==> src/rtl/sd_cmd_resp_receiver_if.sv <==
// ---------------------------------------------------------------------------
// sd_cmd_resp_receiver_if
//   Bundles the control, CMD-line sample and result signals of the SD
//   command-response receiver.
//   master : controller side (drives strobe/CMD/control, reads results)
//   slave  : receiver side
//   Control  : SAMPLE_EN, CMD_I, START, LONG, CHECK_CRC, ABORT
//   Results  : BUSY, DONE, INDEX[5:0], RESP[127:0],
//              CRC_ERR, END_ERR, TX_ERR, TIMEOUT_ERR
// ---------------------------------------------------------------------------
interface sd_cmd_resp_receiver_if;
    logic         SAMPLE_EN;
    logic         CMD_I;
    logic         START;
    logic         LONG;
    logic         CHECK_CRC;
    logic         ABORT;
    logic         BUSY;
    logic         DONE;
    logic [5:0]   INDEX;
    logic [127:0] RESP;
    logic         CRC_ERR;
    logic         END_ERR;
    logic         TX_ERR;
    logic         TIMEOUT_ERR;

    modport master (
        output SAMPLE_EN, CMD_I, START, LONG, CHECK_CRC, ABORT,
        input  BUSY, DONE, INDEX, RESP, CRC_ERR, END_ERR, TX_ERR, TIMEOUT_ERR
    );

    modport slave (
        input  SAMPLE_EN, CMD_I, START, LONG, CHECK_CRC, ABORT,
        output BUSY, DONE, INDEX, RESP, CRC_ERR, END_ERR, TX_ERR, TIMEOUT_ERR
    );
endinterface

==> src/rtl/sd_cmd_resp_receiver.sv <==
// ---------------------------------------------------------------------------
// sd_cmd_resp_receiver
//   Receives an SD card response on the CMD line. After START it waits for
//   a start bit (bounded by TIMEOUT strobes), deserializes a 48-bit or
//   136-bit (R2) frame, checks transmission bit, CRC7 and end bit, and
//   pulses DONE with the result. All sampling is qualified by SAMPLE_EN.
//   Ports:
//     CLK  : system clock, posedge
//     RST  : asynchronous, active-high reset
//     bus  : slave side of sd_cmd_resp_receiver_if (control in, results out)
//   Parameter:
//     TIMEOUT : SAMPLE_EN strobes without a start bit before TIMEOUT_ERR
// ---------------------------------------------------------------------------
module sd_cmd_resp_receiver #(
    parameter int TIMEOUT = 64
) (
    input  logic                   CLK,
    input  logic                   RST,
    sd_cmd_resp_receiver_if.slave  bus
);
    localparam int              TO_W   = $clog2(TIMEOUT + 1);
    localparam logic [TO_W-1:0] TO_MAX = TO_W'(TIMEOUT);

    localparam logic [1:0] S_IDLE   = 2'd0;
    localparam logic [1:0] S_WAIT   = 2'd1;
    localparam logic [1:0] S_RECV   = 2'd2;
    localparam logic [1:0] S_FINISH = 2'd3;

    logic [1:0]      r_state;
    logic            r_long;
    logic            r_check_crc;
    logic [7:0]      r_bit_cnt;
    logic [TO_W-1:0] r_to_cnt;
    logic [6:0]      r_crc;
    logic [6:0]      r_crc_rx;
    logic [5:0]      r_index;
    logic [127:0]    r_resp;
    logic            r_crc_err;
    logic            r_end_err;
    logic            r_tx_err;
    logic            r_to_err;

    logic [7:0]      w_bit_num;
    logic [TO_W-1:0] w_to_next;
    logic            w_last;
    logic            w_crc_cov;
    logic [6:0]      w_crc_next;
    logic [6:0]      w_crc_rx_cmp;

    function automatic logic [6:0] crc7_step(input logic [6:0] c, input logic b);
        logic fb;
        fb = c[6] ^ b;
        return {c[5:0], 1'b0} ^ (fb ? 7'h09 : 7'h00);
    endfunction

    // Frame bit number of the bit being sampled now (start bit is bit 1)
    assign w_bit_num = r_bit_cnt + 8'd1;
    assign w_to_next = r_to_cnt + TO_W'(1);
    assign w_last    = r_long ? (w_bit_num == 8'd136) : (w_bit_num == 8'd48);
    // Long frames protect only RESP[127:8] (frame bits 9-128); the header is excluded
    assign w_crc_cov = r_long ? ((w_bit_num >= 8'd9) && (w_bit_num <= 8'd128))
                              : (w_bit_num <= 8'd40);
    assign w_crc_next = crc7_step(r_crc, bus.CMD_I);
    // For a long frame the received CRC sits in RESP[6:0] just before the end bit shifts in
    assign w_crc_rx_cmp = r_long ? r_resp[6:0] : r_crc_rx;

    assign bus.BUSY        = (r_state == S_WAIT) || (r_state == S_RECV);
    assign bus.DONE        = (r_state == S_FINISH) && !bus.ABORT;
    assign bus.INDEX       = r_index;
    assign bus.RESP        = r_resp;
    assign bus.CRC_ERR     = r_crc_err;
    assign bus.END_ERR     = r_end_err;
    assign bus.TX_ERR      = r_tx_err;
    assign bus.TIMEOUT_ERR = r_to_err;

    always_ff @(posedge CLK or posedge RST) begin
        if (RST) begin
            r_state     <= S_IDLE;
            r_long      <= 1'b0;
            r_check_crc <= 1'b0;
            r_bit_cnt   <= '0;
            r_to_cnt    <= '0;
            r_crc       <= '0;
            r_crc_rx    <= '0;
            r_index     <= '0;
            r_resp      <= '0;
            r_crc_err   <= 1'b0;
            r_end_err   <= 1'b0;
            r_tx_err    <= 1'b0;
            r_to_err    <= 1'b0;
        end else if (bus.ABORT) begin
            r_state <= S_IDLE;
        end else begin
            case (r_state)
                S_IDLE: begin
                    if (bus.START) begin
                        r_long      <= bus.LONG;
                        r_check_crc <= bus.CHECK_CRC;
                        r_bit_cnt   <= '0;
                        r_to_cnt    <= '0;
                        r_crc       <= '0;
                        r_crc_rx    <= '0;
                        r_index     <= '0;
                        r_resp      <= '0;
                        r_crc_err   <= 1'b0;
                        r_end_err   <= 1'b0;
                        r_tx_err    <= 1'b0;
                        r_to_err    <= 1'b0;
                        r_state     <= S_WAIT;
                    end
                end
                S_WAIT: begin
                    if (bus.SAMPLE_EN) begin
                        if (!bus.CMD_I) begin
                            r_crc     <= w_crc_next;
                            r_bit_cnt <= 8'd1;
                            r_state   <= S_RECV;
                        end else begin
                            r_to_cnt <= w_to_next;
                            if (w_to_next == TO_MAX) begin
                                r_to_err <= 1'b1;
                                r_state  <= S_FINISH;
                            end
                        end
                    end
                end
                S_RECV: begin
                    if (bus.SAMPLE_EN) begin
                        r_bit_cnt <= w_bit_num;
                        if (w_crc_cov)
                            r_crc <= w_crc_next;
                        if ((w_bit_num == 8'd2) && bus.CMD_I)
                            r_tx_err <= 1'b1;
                        if ((w_bit_num >= 8'd3) && (w_bit_num <= 8'd8))
                            r_index <= {r_index[4:0], bus.CMD_I};
                        if (r_long) begin
                            if (w_bit_num >= 8'd9)
                                r_resp <= {r_resp[126:0], bus.CMD_I};
                        end else begin
                            if ((w_bit_num >= 8'd9) && (w_bit_num <= 8'd40))
                                r_resp[31:0] <= {r_resp[30:0], bus.CMD_I};
                            if ((w_bit_num >= 8'd41) && (w_bit_num <= 8'd47))
                                r_crc_rx <= {r_crc_rx[5:0], bus.CMD_I};
                        end
                        if (w_last) begin
                            r_end_err <= !bus.CMD_I;
                            r_crc_err <= r_check_crc && (w_crc_rx_cmp != r_crc);
                            r_state   <= S_FINISH;
                        end
                    end
                end
                default: begin
                    r_state <= S_IDLE;
                end
            endcase
        end
    end
endmodule

==> src/flat_wrapper.sv <==
// flat-port wrapper written by rule: the top's interface ports become plain ports
module sd_cmd_resp_receiver_flat 
#(
    parameter int TIMEOUT = 64
)
  (CLK, RST, bus_SAMPLE_EN, bus_CMD_I, bus_START, bus_LONG, bus_CHECK_CRC, bus_ABORT, bus_BUSY, bus_DONE, bus_INDEX, bus_RESP, bus_CRC_ERR, bus_END_ERR, bus_TX_ERR, bus_TIMEOUT_ERR);
  sd_cmd_resp_receiver_if bus_i ();
  input  logic CLK;
  input  logic RST;
  input wire logic [$bits(bus_i.SAMPLE_EN)-1:0] bus_SAMPLE_EN;
  input wire logic [$bits(bus_i.CMD_I)-1:0] bus_CMD_I;
  input wire logic [$bits(bus_i.START)-1:0] bus_START;
  input wire logic [$bits(bus_i.LONG)-1:0] bus_LONG;
  input wire logic [$bits(bus_i.CHECK_CRC)-1:0] bus_CHECK_CRC;
  input wire logic [$bits(bus_i.ABORT)-1:0] bus_ABORT;
  output wire logic [$bits(bus_i.BUSY)-1:0] bus_BUSY;
  output wire logic [$bits(bus_i.DONE)-1:0] bus_DONE;
  output wire logic [$bits(bus_i.INDEX)-1:0] bus_INDEX;
  output wire logic [$bits(bus_i.RESP)-1:0] bus_RESP;
  output wire logic [$bits(bus_i.CRC_ERR)-1:0] bus_CRC_ERR;
  output wire logic [$bits(bus_i.END_ERR)-1:0] bus_END_ERR;
  output wire logic [$bits(bus_i.TX_ERR)-1:0] bus_TX_ERR;
  output wire logic [$bits(bus_i.TIMEOUT_ERR)-1:0] bus_TIMEOUT_ERR;
  assign bus_i.SAMPLE_EN = bus_SAMPLE_EN;
  assign bus_i.CMD_I = bus_CMD_I;
  assign bus_i.START = bus_START;
  assign bus_i.LONG = bus_LONG;
  assign bus_i.CHECK_CRC = bus_CHECK_CRC;
  assign bus_i.ABORT = bus_ABORT;
  assign bus_BUSY = bus_i.BUSY;
  assign bus_DONE = bus_i.DONE;
  assign bus_INDEX = bus_i.INDEX;
  assign bus_RESP = bus_i.RESP;
  assign bus_CRC_ERR = bus_i.CRC_ERR;
  assign bus_END_ERR = bus_i.END_ERR;
  assign bus_TX_ERR = bus_i.TX_ERR;
  assign bus_TIMEOUT_ERR = bus_i.TIMEOUT_ERR;
  sd_cmd_resp_receiver #(.TIMEOUT(TIMEOUT)) u_core (.CLK(CLK), .RST(RST), .bus(bus_i));
endmodule
==> config.mk <==
export PLATFORM = sky130hd
export DESIGN_NAME = sd_cmd_resp_receiver_flat
export DESIGN_NICKNAME = d
export VERILOG_FILES = /design/src/rtl/sd_cmd_resp_receiver_if.sv /design/src/rtl/sd_cmd_resp_receiver.sv /design/src/flat_wrapper.sv
export SDC_FILE = /design/constraint.sdc
export NUM_CORES = 1
export LEC_CHECK = 0
export BUFFER_PORTS_ARGS = -buffer_cell sky130_fd_sc_hd__buf_2
export CAP_MARGIN = 15
export CORE_ASPECT_RATIO = 1.4
export CORE_MARGIN = 8
export CORE_UTILIZATION = 31
export CTS_BUF_LIST = sky130_fd_sc_hd__clkbuf_4 sky130_fd_sc_hd__clkbuf_8
export DETAILED_ROUTE_END_ITERATION = 12
export PLACE_DENSITY_LB_ADDON = 0.08
export SLEW_MARGIN = 20
export SYNTH_ARGS = -nofsm -noshare
export SYNTH_HDL_FRONTEND = slang
export SYNTH_SLANG_ARGS = --single-unit
export TNS_END_PERCENT = 1
==> constraint.sdc <==
create_clock -name CLK -period 8 [get_ports CLK]
set_input_delay 2 -clock CLK [delete_from_list [all_inputs] [get_ports CLK]]
set_output_delay 2 -clock CLK [all_outputs]
set_load 0.03 [all_outputs]
# ---- Word level (Yosys, flattened, before mapping)
# Cells that the tools add are included.
dict set report op_classes {
  n_addsub 2
  order_cmp 7
  n_eq_ne 29
  muxes 55
  bitwise_logic 3
  n_reduce_logical 26
}
# cell n
set op_table {}
lappend op_table {{$mux 128} 3}
lappend op_table {{$pmux 128 s2} 1}
lappend op_table {{$mux 96} 1}
lappend op_table {{$mux 7} 11}
lappend op_table {{$mux 32} 2}
lappend op_table {{$mux 8} 4}
lappend op_table {{$reduce_and 6->1} 5}
lappend op_table {{$pmux 7 s2} 2}
lappend op_table {{$reduce_and 5->1} 5}
lappend op_table {{$pmux 8 s3} 1}
lappend op_table {{$ne 2x2->1 const B} 11}
lappend op_table {{$pmux 7 s3} 1}
lappend op_table {{$mux 6} 3}
lappend op_table {{$le 8x6->1 const B} 2}
lappend op_table {{$mux 2} 7}
lappend op_table {{$mux 1} 12}
lappend op_table {{$ne 3x3->1 const B} 4}
lappend op_table {{$pmux 6 s2} 1}
lappend op_table {{$add 8x1->8 const B} 1}
lappend op_table {{$eq 8x2->1 const B} 1}
lappend op_table {{$eq 8x6->1 const B} 1}
lappend op_table {{$eq 8x8->1 const B} 1}
lappend op_table {{$ge 8x2->1 const B} 1}
lappend op_table {{$ge 8x4->1 const B} 1}
lappend op_table {{25 further kinds} 40}
dict set report totals {
  reg_bits 171
  in_bits 8
  out_inout_bits 140
  word_cells 136
}

# ---- Depth between registers and ports, before layout
# Gate-level depths: netlist of run 1.
dict set report depth {
  ltp_word 7
  mapped_depth 12
  ltp_nobuf 8
}

# ---- Least setup slack after synthesis of run 1
# No wires, ideal clock.
dict set report synth_path {
  path_type {input-to-output}
  start {in bus_ABORT}
  end {out bus_DONE}
  arrival_ps 2655
  t_required_ps 6000
  setup_slack_ps 3345
  stages 2
  n_path_buf 1
  path_cell_list {clkbuf_1 > nor2b_1}
}
dict set report synth_via {
  elab_chain_len 2
}
# element line
set synth_rtl {}
lappend synth_rtl {{start: declaration} flat_wrapper.sv:15} ;# input wire logic [$bits(bus_i.ABORT)-1:0] bus_ABORT;
lappend synth_rtl {{$logic_not 1->1} sd_cmd_resp_receiver.sv:68} ;# assign bus.DONE = (r_state == S_FINISH) && !bus.ABORT;
lappend synth_rtl {{$logic_and 1x1->1} sd_cmd_resp_receiver.sv:68}
lappend synth_rtl {{end: declaration} flat_wrapper.sv:17} ;# output wire logic [$bits(bus_i.DONE)-1:0] bus_DONE;
# No other way between the ends.

# ---- Final worst setup path of run 1
# Ends and elaborated chain as after synthesis.

==> flow_metrics.tcl, run 1 <==
set metrics [dict create \
    outcome "finished clean" \
    postRouteAntennaNets 0 \
    peakVddDrop_uv 140.2 \
    hpwl_um 14520 \
    dr_total_vias 5810 \
    grt_busiest_layer "met2" \
    p_total_mw 2.075 \
    fin_crit_ns 4.498 \
    synth_edf_count 0 \
    fin_crit_sh 0.5622 \
    place_congestion 0.8195 \
    slew-limit-headroom 0.3177 \
    synth.cell_area_um2 7704 \
    p_leak_nw 4.699 \
    drcViolationCount 0 \
    hold_buffers 0 \
    rsz0062_at_grt "false" \
    firstDrtPassIters 5 \
    hold-path-endpoint "u_core.bus.RESP[110]$_DFFE_PP0P_" \
    clock_latency_ns 0.46 \
    hold_start "u_core.bus.RESP[109]$_DFFE_PP0P_" \
    yosys.area_share.simple 0.09420 \
    core_um2 24590 \
    synth_async_sr_flop_share 1.000 \
    r2r-start "u_core.r_bit_cnt[1]$_DFFE_PP0P_" \
    syn_area_per_cell_um2 11.48 \
    cp_num_buf_inv 2 \
    grt_pass1_vias 5723 \
    yosys_warnings 0 \
    critical-path-top-delay-family "buffers and inverters" \
    grt_max_degree 110 \
    wl_per_cell_um 18.58 \
    dieArea_um2 30220 \
    fin_skew_ns 0.01188 \
    synth_compound_area_frac 0.1871 \
    port_buffers 147 \
    synth-seq-area-share 0.5555 \
    num_io_pins 148 \
    crit_top_cell "buf_2" \
    htree_levels 4 \
    die_h_um 202.5 \
    regArea_um2 4279 \
    crit_slowest_cell "buf_2" \
    vias_per_cell 5.146 \
    synth_fa_ha_area_frac 0.01949 \
    track_usage 0.1404 \
    start_kind "primary input" \
    clockBufferDepth 2 \
    rrSetupSlack_ns 4.11 \
    worstMarginPinSlew_ns 1.014 \
    whs_path_depth 1 \
    fillCellCount 2467 \
    cp.arrival_ns 2.50 \
    grt-ovfl-total 0 \
    cts_inserted_buffers 17 \
    synth_top_family_by_area "compound AO/OA/AOI/OAI gates" \
    cp_max_fo 10 \
    met3_usage 0.03209 \
    timing.rr.end "u_core.bus.RESP[81]$_DFFE_PP0P_" \
    fmax_ghz 0.2223 \
    worst_setup_path_end_kind "output pin" \
    worstPathCellList "buf_2 -> nor2b_1 -> buf_2" \
    drv_slew 0 \
    routed_wl_um 20980 \
    synth.area.mux_share 0.07487 \
    post-cts-setup-buffers 0 \
    required_ns 6.00 \
    fp-row-count 68 \
    fin_setup_tns_ns 0 \
    die_x_um 149.2 \
    synthToLayoutAreaGrowth_pct 18.58 \
    cts-root-buf "clkbuf_8" \
    post_cts_resized 0 \
    diodes 0 \
    synth_flop_cell "dfrtp_1" \
    hold_class "flop to flop" \
    synthXorXnorAreaFrac 0.01478 \
    ys_ff_latch 171 \
    drt_iter0_drc 421 \
    antenna_found_initial 0 \
    p_per_area_nw_per_um2 227.2 \
    cap_violations 0 \
    multi_input_area_um2 3025 \
    start_util 0.3133 \
    finalHoldViolCount 0 \
    drive_gt1_frac 0.2543 \
    setup_viol 0 \
    layout.nets 821 \
    clock-sinks 171 \
    synthCells 671 \
    slowest_delay_ns 0.21 \
    met1_usage 0.1732 \
    syn_nets 691 \
    cts_tree "built" \
    ys_types 64 \
    grt_use_met2 0.2315 \
    grt_pass1_wl_um 33470 \
    ff2ff_path_depth 8 \
    path_clk_slew_ns 0.09 \
    path_class "primary input to output pin" \
]
-- kinds of logic after synthesis --
family	count (synthesis)
simple gates	148
fa+ha+maj	12
buf+inv	96
flops	171
compound gates	174
xor+xnor	13
mux	57
-- Yosys cell counts (5+ instances only) --
cell / n / area (um2)
dfrtp_1: 171 / 4279
mux2_2: 5 / 56.30
mux2i_1: 52 / 520.5
xnor2_1: 10 / 87.58
a31oi_1: 5 / 31.28
nor2_1: 22 / 82.58
clkbuf_1: 16 / 60.06
nand2b_1: 5 / 31.28
nor3_1: 5 / 25.02
ha_1: 12 / 150.1
buf_2: 18 / 90.09
nand2_1: 65 / 244.0
nand3_1: 13 / 65.06
and2_1: 7 / 43.79
buf_4: 7 / 52.55
a22o_1: 103 / 902.1
nor2b_1: 7 / 43.79
o31ai_1: 8 / 60.06
o21ai_0: 17 / 85.08
inv_1: 53 / 198.9
-- worst max path at each step --
| stage | slack [ns] | from | endpoint | cells past startpoint |
|---|---|---|---|---|
| floorplan | 1.37 | RST | u_core.bus.CRC_ERR$_DFFE_PP0P_ | 1 |
| global placement | 3.50 | bus_ABORT | bus_DONE | 3 |
| detailed placement | 3.51 | bus_ABORT | bus_DONE | 3 |
| CTS | 3.51 | bus_ABORT | bus_DONE | 3 |
| global route | 3.48 | bus_ABORT | bus_DONE | 3 |
| finish | 3.50 | bus_ABORT | bus_DONE | 3 |
-- cell type report --
type,count,share of cell area
Timing Repair Buffer,154,0.08848
Inverter,53,0.02233
Clock inverter,15,0.02082
Sequential cell,171,0.4684
Multi-Input combinational cell,404,0.3312
Tap cell,315,0.04314
Clock buffer,17,0.02561
-- sequential cells by signal (all words and copies together) (netlist names) --
| register | flops |
|---|---|
| u_core.bus.RESP | 128 |
| u_core.r_to_cnt | 7 |
| u_core.r_bit_cnt | 8 |
| u_core.r_crc_rx | 7 |
| u_core.bus.TX_ERR | 1 |
| u_core.r_long | 1 |
| u_core.r_state | 2 |
| u_core.bus.INDEX | 6 |
| u_core.bus.CRC_ERR | 1 |
| u_core.bus.TIMEOUT_ERR | 1 |
| u_core.r_crc | 7 |
| u_core.bus.END_ERR | 1 |
| u_core.r_check_crc | 1 |
-- per-layer routing --
| layer | routed length [um] | part of all wire |
|---|---|---|
| met1 | 8889 | 0.42 |
| met2 | 10570 | 0.50 |
| met3 | 985 | 0.047 |
| met4 | 538 | 0.026 |
| met5 | 0 | 0 |
-- where the power goes --
part	internal, mW	switching, mW
Clock	0.316	0.343
Sequential	0.890	0.0499
Combinational	0.145	0.332
Total	1.35	0.725
-- metrics by stage --
step | cell area, um2 | std cells | hold WS (ns) | utilization | setup slack [ns]
3_5_place_dp | 8683 | 1096 | 0.4928 | 0.3531 | 3.509
6_report | 9135 | 1129 | 0.5191 | 0.3715 | 3.502
5_1_grt | 9135 | 1129 | 0.5460 | 0.3715 | 3.478
3_3_place_gp | 8683 | 1096 | 0.4811 | 0.3531 | 3.498
4_1_cts | 9107 | 1128 | 0.5209 | 0.3704 | 3.507
2_1_floorplan | 7704 | 671 | 0.4654 | - | 1.368
-- cells in the final DEF (no fill, tap or decap), types with 3 or more instances in the layout --
cell type and instances:
dfrtp_1 171, buf_2 147, a22o_1 103, nand2_1 65, mux2i_1 52, inv_1 52
nor2_1 22, o21ai_0 17, clkbuf_8 17, nand3_1 13, ha_1 12, xnor2_1 10
o31ai_1 8, and2_1 7, nor2b_1 7, buf_4 6, nor3_1 5, a31oi_1 5
mux2_2 5, nand2b_1 5, nand3b_1 4, nand4_1 4, clkinv_4 4, and3_1 3
o2111ai_1 3, xor2_1 3, o211ai_1 3, nor4_1 3, o21ai_1 3, a21oi_1 3
inv_6 3, bufinv_16 3
Power figures use the tool's default switching activity.
==> run 2, diff against run 1 <==
- ABC_AREA: default -> 1
- clock period: 8 -> 4.1 ns (I/O delays scaled with it)
==> run 2 against run 1 <==
Net effect: utilization up 0.56 points; non-clock buffer count grew 3; first-iteration DRC count is 29% lower; global-route usage is essentially flat; largest cell class unchanged.
==> flow_metrics.tcl, run 2 <==
set metrics [dict create \
    antenna_found_initial 0 \
    yosys.area.top_type_share 0.5642 \
    seqPwrFrac 0.475 \
    post_cts_resized 0 \
    p_per_area_nw_per_um2 434.2 \
    slew-limit-headroom 0.3976 \
    die_h_um 201.1 \
    finalHoldViolCount 0 \
    wl_per_cell_um 14.74 \
    routed_wl_um 20410 \
    vias_per_cell 4.472 \
    cts-root-buf "clkbuf_8" \
    rsz0062_at_grt "false" \
    grt_pass1_vias 6466 \
    fin_setup_tns_ns 0 \
    grt_max_degree 97 \
    grt_pass1_wl_um 33850 \
    crit_slowest_cell "buf_4" \
    post-cts-setup-buffers 0 \
    htree_levels 4 \
    mostFrequentLayoutCells "nand2_1, dfrtp_1, buf_2" \
    drcViolationCount 0 \
    synthToLayoutAreaGrowth_pct 19.22 \
    synth_async_sr_flop_share 1.000 \
    dr_total_vias 6194 \
    ys_types 33 \
    hold_buffers 0 \
    worst_setup_path_end_kind "flop" \
    cts_inserted_buffers 17 \
    netlist_top_cells_area "dfrtp_1, nand2_1, inv_1, nand3_1, ha_1" \
    port_buffers 147 \
    synth.cell_area_um2 7585 \
    peakVddDrop_uv 262.3 \
    start_util 0.3164 \
    core_um2 23980 \
    path_clk_slew_ns 0.09 \
    place_ws_ns 0.7674 \
    place_congestion 0.8081 \
    layout.nets 1082 \
    fin_crit_sh 0.7355 \
    path_class "flop to flop" \
    fp-row-count 67 \
    start_kind "flop" \
    slowest_delay_ns 0.72 \
    hpwl_um 14110 \
    grt-ovfl-total 0 \
    largest_reg_flops 128 \
    firstDrtPassIters 4 \
    pwr-share-comb 0.214 \
    drt_iter0_drc 300 \
    syn_area_per_cell_um2 8.244 \
    synth-seq-area-share 0.5642 \
    holdWs_ns 0.4803 \
    cp_num_buf_inv 5 \
    power.net_switching_mw 1.376 \
    post-synth-top-count-cell "nand2_1" \
    synth_common_cells "nand2_1, dfrtp_1, inv_1" \
    worstMarginPinSlew_ns 0.9018 \
    drive_gt1_frac 0.1926 \
    rrSetupSlack_ns 1.08 \
    yosys_warnings 0 \
    fin_skew_ns 0.01550 \
    ys_ff_latch 171 \
    p_total_mw 3.926 \
    cts_tree "built" \
    cap_violations 0 \
    p_leak_nw 5.164 \
    critical-path-top-delay-family "buffers and inverters" \
    die_x_um 148.2 \
    required_ns 4.50 \
    hold_class "flop to flop" \
    drv_slew 0 \
    cp.arrival_ns 3.41 \
    outcome "finished clean" \
    fin_crit_ns 3.015 \
    setup_viol 0 \
    synth_flop_cell "dfrtp_1" \
    worstPathCellList "inv_1 -> ha_1 -> inv_1 -> buf_4 -> nor2_1 -> nor2_1 -> nand2_1 -> nor2_1 -> inv_1 -> nand2_2 -> o21ai_4 -> buf_4 -> nand2_1 -> nand2_1" \
    cp_max_fo 80 \
    dieArea_um2 29800 \
    fillCellCount 2551 \
    fmax_ghz 0.3316 \
    synthCells 920 \
    clockBufferDepth 2 \
    track_usage 0.1402 \
    syn_nets 940 \
    swShare 0.3506 \
    clock_latency_ns 0.46 \
    final_common_cell "nand2_1" \
    cell_internal_pwr_mw 2.550 \
    synth_edf_count 0 \
    synth_top_cell_by_area "dfrtp_1" \
    postRouteAntennaNets 0 \
    clock-sinks 171 \
    num_io_pins 148 \
    setup_ws_ns 1.085 \
    diodes 0 \
    p_clk_frac 0.311 \
]
==> run 2: cell types whose count changed after synthesis, moves of 7 or more <==
cell | previous run | this run
a22o_1 | 103 | 3
and2_1 | 7 | 0
mux2i_1 | 52 | 0
nand2_1 | 65 | 452
nand3_1 | 13 | 40
nor2_1 | 22 | 38
nor2b_1 | 7 | 0
o21ai_1 | 3 | 30
o22ai_1 | 1 | 14
o31ai_1 | 8 | 0
==> run 2: worst paths after layout <==
kind | from | end | cells after the start
min in group asynchronous | RST | u_core.bus.RESP[120]$_DFFE_PP0P_ | 2
worst min register to register | u_core.bus.END_ERR$_DFFE_PP0P_ | u_core.bus.END_ERR$_DFFE_PP0P_ | 2
worst min-delay path | u_core.bus.END_ERR$_DFFE_PP0P_ | u_core.bus.END_ERR$_DFFE_PP0P_ | 2
max in group asynchronous | RST | u_core.r_bit_cnt[5]$_DFFE_PP0P_ | 3
worst max-delay path | u_core.r_state[0]$_DFFE_PP0P_ | u_core.bus.RESP[119]$_DFFE_PP0P_ | 14
worst max register to register | u_core.r_state[0]$_DFFE_PP0P_ | u_core.bus.RESP[119]$_DFFE_PP0P_ | 14
==> run 2: cell type report <==
class / instances / area [um2] / share of cell area
clock buffers: 19 / 255.2 / 0.02823
clock inverters: 13 / 140.1 / 0.01550
inverters: 58 / 221.5 / 0.02449
multi-input cells: 657 / 2910 / 0.3218
flip-flops and latches: 171 / 4279 / 0.4732
well taps: 310 / 387.9 / 0.04289
repair buffers: 157 / 848.3 / 0.09381
==> run 2: logic make-up after synthesis <==
kind of cell	count (synthesis)	share of synthesized area
adder cells (fa/ha/maj)	12	0.01979
XOR/XNOR	13	0.01501
flip-flops	171	0.5642
AND/OR/NAND/NOR	548	0.2852
multiplexers	1	0.001485
buffers and inverters	92	0.05378
AO/OA/AOI/OAI	83	0.06054
==> run 2: routing by layer <==
| metal | share of wire | vias up | routed length [um] | global-route usage |
|---|---|---|---|---|
| met3 | 0.053 | 14 | 1081 | 0.04467 |
| met5 | 0 | - | 0 | 0 |
| li1 | - | 3143 | - | - |
| met2 | 0.49 | 118 | 9996 | 0.2312 |
| met1 | 0.45 | 2919 | 9124 | 0.1699 |
| met4 | 0.010 | 0 | 210 | 0.04384 |
==> run 2: power by group through the flow <==
stage / sequential, mW / clock (mW) / combinational [mW]
floorplan: 1.89 / 0 / 0.655
detailed placement: 1.90 / 0 / 0.864
global placement: 1.90 / 0 / 0.864
global route: 1.88 / 1.34 / 0.967
finish: 1.86 / 1.22 / 0.841
CTS: 1.87 / 1.29 / 0.867
==> run 2: through the flow <==
stage	cells	utilization	instance area (um2)
3_3_place_gp	1353	0.3607	8647
3_5_place_dp	1353	0.3607	8647
2_1_floorplan	920	-	7589
4_1_cts	1385	0.3772	9042
5_1_grt	1385	0.3772	9042
6_report	1385	0.3772	9042
==> run 2: worst reg2reg max path: cells and delay by family (launching register included) <==
kind                     cells  cell delay [ns]
buffers and inverters        5             1.24
AND/OR/NAND/NOR              7             0.76
flip-flops                   1             0.44
adder cells (fa/ha/maj)      1             0.30
AO/OA/AOI/OAI                1             0.19
